===== config.mk =====
export PLATFORM = sky130hd
export DESIGN_NAME = mem_access_ctrl
export DESIGN_NICKNAME = d
export VERILOG_FILES = /design/src/rtl/mem_access_ctrl.sv
export SDC_FILE = /design/constraint.sdc
export NUM_CORES = 1
export LEC_CHECK = 0
export CAP_MARGIN = 10
export CORE_ASPECT_RATIO = 0.75
export CORE_UTILIZATION = 42
export DETAILED_ROUTE_END_ITERATION = 7
export PLACE_DENSITY = 0.85
export SLEW_MARGIN = 5
export SYNTH_ARGS = -nofsm -noshare
export SYNTH_HDL_FRONTEND = slang
export SYNTH_SLANG_ARGS = --single-unit

===== constraint.sdc =====
create_clock -name clk -period 3.8 [get_ports clk]
set_input_delay 0.38 -clock clk [delete_from_list [all_inputs] [get_ports clk]]
set_output_delay 0.38 -clock clk [all_outputs]
set_load 0.01 [all_outputs]

===== src/rtl/mem_access_ctrl.sv =====
// mem_access_ctrl: memory-stage access controller for the pipelined ARM32 core.
// Evaluates the ARM condition field, runs a req/ack transaction towards the data
// memory with a timeout, steers word/byte lanes and issues a one-cycle load
// writeback. Optional build macro: MEM_SIGN_EXT_EN (signed byte loads).
module mem_access_ctrl #(
    parameter int DATA_W      = 32,
    parameter int ADDR_W      = 32,
    parameter int TIMEOUT_CYC = 16
) (
    input  logic                clk,
    input  logic                rst,
    input  logic                instr_valid,
    input  logic                is_load,
    input  logic                is_store,
    input  logic                byte_mode,
    input  logic                ld_signed,
    input  logic [3:0]          cond,
    input  logic [3:0]          status_nzcv,
    input  logic [ADDR_W-1:0]   addr,
    input  logic [DATA_W-1:0]   store_data,
    input  logic [3:0]          rd,
    output logic                stall,
    output logic                mem_req,
    output logic                mem_we,
    output logic [ADDR_W-1:0]   mem_addr,
    output logic [DATA_W-1:0]   mem_wdata,
    output logic [DATA_W/8-1:0] mem_be,
    input  logic                mem_ack,
    input  logic [DATA_W-1:0]   mem_rdata,
    output logic                wb_valid,
    output logic [3:0]          wb_rd,
    output logic [DATA_W-1:0]   wb_data,
    output logic                fault
);

    localparam int BYTES  = DATA_W / 8;
    localparam int LANE_W = (BYTES > 1) ? $clog2(BYTES) : 1;
    localparam int CNT_W  = (TIMEOUT_CYC > 1) ? $clog2(TIMEOUT_CYC) : 1;
    localparam logic [CNT_W-1:0]  CNT_LAST   = CNT_W'(TIMEOUT_CYC - 1);
    localparam logic [ADDR_W-1:0] LANE_MASK  = ADDR_W'(BYTES - 1);

    typedef enum logic [1:0] {IDLE, ACCESS, WB, FAULT} state_e;

    state_e              state_q, state_d;
    logic [CNT_W-1:0]    cnt_q, cnt_d;
    logic                fault_q, fault_d;
    logic [ADDR_W-1:0]   addr_q;
    logic [DATA_W-1:0]   wdata_q;
    logic [BYTES-1:0]    be_q;
    logic                we_q;
    logic                byte_q;
    logic [LANE_W-1:0]   lane_q;
    logic [3:0]          rd_q;
    logic [DATA_W-1:0]   rdata_q;

    logic                cond_pass;
    logic                accept;
    logic [LANE_W-1:0]   lane_in;
    logic [7:0]          byte_sel;
    logic                sign_fill;
    logic [DATA_W-1:0]   load_result;

    // ARM condition-code evaluation; bit3 = N, bit2 = Z, bit1 = C, bit0 = V.
    function automatic logic cond_check(input logic [3:0] c, input logic [3:0] f);
        logic n, z, cy, v;
        {n, z, cy, v} = f;
        unique case (c)
            4'h0: cond_check = z;
            4'h1: cond_check = !z;
            4'h2: cond_check = cy;
            4'h3: cond_check = !cy;
            4'h4: cond_check = n;
            4'h5: cond_check = !n;
            4'h6: cond_check = v;
            4'h7: cond_check = !v;
            4'h8: cond_check = cy & !z;
            4'h9: cond_check = !cy | z;
            4'hA: cond_check = (n == v);
            4'hB: cond_check = (n != v);
            4'hC: cond_check = !z & (n == v);
            4'hD: cond_check = z | (n != v);
            4'hE: cond_check = 1'b1;
            4'hF: cond_check = 1'b0;
        endcase
    endfunction

`ifdef MEM_SIGN_EXT_EN
    logic signed_q;
`else
    // Signed byte loads are not supported in this build; the port is kept.
    logic ld_signed_unused;
    assign ld_signed_unused = ld_signed;
`endif

    assign cond_pass = cond_check(cond, status_nzcv);
    assign accept    = instr_valid & (is_load | is_store) & cond_pass
                     & ((state_q == IDLE) | (state_q == WB));
    assign lane_in   = LANE_W'(addr & LANE_MASK);

    // Select the addressed byte of the read data and extend it to a full word.
    always_comb begin
        // NOTE: every combinational output gets a default first so no path leaves it unassigned (no latch).
        byte_sel = mem_rdata[7:0];
        for (int i = 0; i < BYTES; i++) begin
            if (lane_q == LANE_W'(i)) byte_sel = mem_rdata[8*i +: 8];
        end
`ifdef MEM_SIGN_EXT_EN
        sign_fill = signed_q & byte_sel[7];
`else
        sign_fill = 1'b0;
`endif
        load_result = mem_rdata;
        if (byte_q) begin
            load_result = DATA_W'(byte_sel);
            if (sign_fill) load_result = load_result | ~DATA_W'(8'hFF);
        end
    end

    // Next-state logic: accept, wait for ack with timeout, writeback, fault.
    always_comb begin
        state_d = state_q;
        cnt_d   = cnt_q;
        fault_d = fault_q;
        unique case (state_q)
            IDLE: begin
                if (accept) begin
                    state_d = ACCESS;
                    cnt_d   = '0;
                end
            end
            WB: begin
                state_d = accept ? ACCESS : IDLE;
                if (accept) cnt_d = '0;
            end
            ACCESS: begin
                if (mem_ack) begin
                    state_d = we_q ? IDLE : WB;
                end else if (cnt_q == CNT_LAST) begin
                    state_d = FAULT;
                    fault_d = 1'b1;
                end else begin
                    cnt_d = cnt_q + 1'b1;
                end
            end
            FAULT: state_d = IDLE;
        endcase
    end

    // Control registers: state, timeout counter, sticky fault.
    always_ff @(posedge clk or posedge rst) begin
        if (rst) begin
            state_q <= IDLE;
            cnt_q   <= '0;
            fault_q <= 1'b0;
        end else begin
            // NOTE: sequential state uses non-blocking assignments so all registers update together.
            state_q <= state_d;
            cnt_q   <= cnt_d;
            fault_q <= fault_d;
        end
    end

    // Request/writeback registers: captured on accept, load data captured on ack.
    always_ff @(posedge clk or posedge rst) begin
        if (rst) begin
            // NOTE: these are plain registers (not a RAM), so resetting them is cheap and keeps outputs at 0.
            addr_q  <= '0;
            wdata_q <= '0;
            be_q    <= '0;
            we_q    <= 1'b0;
            byte_q  <= 1'b0;
            lane_q  <= '0;
            rd_q    <= '0;
            rdata_q <= '0;
`ifdef MEM_SIGN_EXT_EN
            signed_q <= 1'b0;
`endif
        end else begin
            if (accept) begin
                addr_q  <= addr & ~LANE_MASK;
                wdata_q <= byte_mode ? {BYTES{store_data[7:0]}} : store_data;
                be_q    <= byte_mode ? (BYTES'(1) << lane_in) : {BYTES{1'b1}};
                we_q    <= is_store;
                byte_q  <= byte_mode;
                lane_q  <= lane_in;
                rd_q    <= rd;
`ifdef MEM_SIGN_EXT_EN
                signed_q <= ld_signed;
`endif
            end
            if ((state_q == ACCESS) && mem_ack && !we_q) rdata_q <= load_result;
        end
    end

    assign stall     = accept | (state_q == ACCESS);
    assign mem_req   = (state_q == ACCESS);
    assign mem_we    = mem_req & we_q;
    assign mem_be    = mem_req ? be_q : '0;
    assign mem_addr  = addr_q;
    assign mem_wdata = wdata_q;
    assign wb_valid  = (state_q == WB);
    assign wb_rd     = rd_q;
    assign wb_data   = rdata_q;
    assign fault     = fault_q;

endmodule

==> flow_metrics.py <==
metrics = {
    "floorplan": {
        "dieArea_um2": 12700,
        "core_area_um2": 11800,
        "rows": 34,
        "die-width_um": 130,
        "dieHeight_um": 97.9,
        "io_pins": 225,
        "start_util_pct": 43.7,
    },
    "sta": {
        "worstMarginPinSlew_ps": 1100,
        "postLayoutSetupSlackWorst_ps": 747,
        "fin_setup_tns_ps": 0,
        "worst_slew_margin_rel_pct": 26.4,
        "rsz0062_at_grt": "false",
        "fmax_mhz": 328,
        "fin_crit_ps": 3050,
        "slew_viol_final": 0,
        "skew_ps": 8.38,
        "whs_ps": 476,
        "hold_violations": 0,
        "min_period_over_period_pct": 80.3,
        "setup_viol": 0,
    },
    "route": {
        "wl_um": 13800,
        "drtIter0Drc": 184,
        "wl_met3_um": 835,
        "wl_met1_um": 5880,
        "drtAntennaViolNets": 0,
        "viasPerCell": 5.00,
        "wl_per_cell_um": 16.1,
        "dr.pass1.iters": 6,
        "drcViolationCount": 0,
        "met2_length_um": 6720,
        "via_count": 4276,
        "top_layer": "met4",
    },
    "worst_setup_path": {
        "path_class": "in -> out",
        "endpoint_kind": "output pin",
        "cp-start-kind": "primary input",
        "cp_max_fo": 10,
        "critPathArrivalTime_ps": 2670,
        "required_ps": 3420,
    },
    "power": {
        "p_per_area_nw_per_um2": 711,
        "p_switching_mw": 1.72,
        "intPower_mw": 4.01,
        "pwr-share-comb_pct": 37.0,
        "total_power_mw": 5.73,
        "p_leak_nw": 3.47,
        "seq_power_share_pct": 35.0,
        "p_clk_share_pct": 28.0,
        "p_sw_share_pct": 30.0,
        "ir_worst_vdd_uv": 401,
    },
    "clock_network": {
        "post-cts-setup-buffers": 0,
        "cts_resized": 0,
        "worstSkewPairLatency_ps": 400,
        "cts_tree": "built",
        "htreeDepth": 4,
        "cts-root-buf": "clkbuf_16",
        "cts.sinks": 113,
        "ctsHoldBuffers": 0,
        "cts_made_buffers": 17,
        "clk_pin_slew_ps": 60,
        "clk_path_buf_depth": 2,
    },
    "place": {
        "gp_congestion": 0.879,
        "portBuffers": 221,
        "dp_slack_ps": 766,
        "place_inst": 824,
        "placed_cell_area_um2": 7470,
        "dpl.hpwl_um": 9950,
    },
    "worst_hold_path": {
        "hold_path.class": "in -> async",
    },
    "yosys": {
        "synth_commonest_cells": "dfrtp_1, nand2_1, o21ai_0",
        "syn_avg_cell_area_um2": 11.0,
        "synth-warning-count": 0,
        "synthesis.area_um2": 5150,
        "synth_cell_types": 40,
        "synth_area_leaders": "dfrtp_1, mux2_2, o21ai_0",
        "yosysMostFrequentCell": "dfrtp_1",
        "synth_top_cell_by_area": "dfrtp_1",
        "postSynthCellCount": 467,
        "synthFlopType": "dfrtp_1",
        "synth-edff-count": 0,
        "synth_top_area_share_pct": 54.9,
        "ys_seq_area_share_pct": 54.9,
        "async_flop_share_pct": 100,
        "synth-seq-cells": 113,
    },
    "global_routing": {
        "grt_max_degree": 79,
        "grt_pass1_vias": 4394,
        "grt_overflow": 0,
        "antenna_found_initial": 0,
        "grt_pass1_wl_um": 21900,
        "groute.usage.overall_pct": 22.5,
    },
    "status": {
        "outcome": "complete, no violations",
    },
    "cells_and_area": {
        "nFillCells": 870,
        "seq_area_um2": 2830,
        "diodes": 0,
        "multiInputGateArea_um2": 2060,
        "post-route-util_pct": 68.4,
        "final_area_um2": 8060,
        "finalNonFillerCells": 855,
        "layout-drive-gt1-share_pct": 13.0,
        "syn_to_final_growth_pct": 56.6,
        "final_nets": 798,
    },
    "job": {
        "cap_violations": 0,
    },
}
## power by group through the flow
stage / registers (mW) / clock network, mW / logic (mW)
after CTS: 2.01 / 1.63 / 2.14
after global placement: 1.98 / 0 / 2.08
after floorplan: 2.15 / 0 / 0.722
after global routing: 2.07 / 1.68 / 2.27
after detailed placement: 2.02 / 0 / 2.13
final: 2.00 / 1.60 / 2.12
## area by class of cell
| cell class | count | area share (%) |
|---|---|---|
| Clock buffer | 21 | 5.71 |
| Clock inverter | 10 | 1.68 |
| Inverter | 30 | 1.43 |
| Multi-Input combinational cell | 295 | 25.6 |
| Sequential cell | 113 | 35.1 |
| Tap cell | 162 | 2.51 |
| Timing Repair Buffer | 224 | 28.0 |
## cells by family after synthesis
logic type	Yosys count	synth area share [%]
AOI/OAI and AO/OA	88	9.60
xor gates and xnor gates	6	1.02
adders and majority gates	1	0.243
buffers and inverters	60	5.25
DFF	113	54.9
muxes	87	19.3
other	1	0.0729
and+or+nand+nor	111	9.55
## state kept, by name, indices dropped and copies added (netlist names)
register and flops:
we_q 1, mem_addr 30, wb_data 32, lane_q 2, be_q 4, mem_wdata 32, fault 1, wb_rd 4
cnt_q 4, byte_q 1, state_q 2
## worst paths after layout
check,from,to,depth (start not counted),slack [ps]
setup / recovery,cond[0],stall,7,750
hold / removal,rst,wb_data[26]$_DFFE_PP0P_,2,480
setup reg to reg,byte_q$_DFFE_PP0P_,wb_data[4]$_DFFE_PP0P_,4,1920
hold reg to reg,wb_data[24]$_DFFE_PP0P_,wb_data[24]$_DFFE_PP0P_,2,480
max in group asynchronous,rst,mem_addr[29]$_DFFE_PP0P_,3,2550
min in group clk,wb_data[24]$_DFFE_PP0P_,wb_data[24]$_DFFE_PP0P_,2,480
## layout by cell type, fill, tap and decap left out, types with 2 or more instances in the layout
cell / n
nor2_1: 9
o21ai_0: 64
xor2_1: 3
conb_1: 2
xnor2_1: 3
clkbuf_8: 2
clkinv_2: 3
nor3b_1: 4
a21oi_1: 7
mux2_2: 52
mux2_1: 27
o21ai_1: 2
clkdlybuf4s50_1: 221
clkbuf_1: 2
bufinv_16: 3
dfrtp_1: 113
mux2i_1: 6
nand2_1: 73
and2_1: 5
nor2b_1: 8
clkbuf_16: 17
clkinvlp_4: 4
buf_12: 2
nand2b_1: 3
inv_1: 29
nand3_1: 3
a22oi_1: 3
mux4_2: 2
o22ai_1: 4
## critical path: stages
cell and delay, ps:
clkdlybuf4s50_1 570, nor2b_1 240, a221oi_1 390, a221oi_2 100, a211oi_4 320, nand2b_1 140, clkdlybuf4s50_1 530
## layer usage
layer	global-route usage, %	vias up
li1	-	2012
met1	28.3	2087
met2	36.2	148
met3	6.19	29
met4	10.2	0
met5	0	-
No activity file was read; power rests on OpenSTA's default activity.
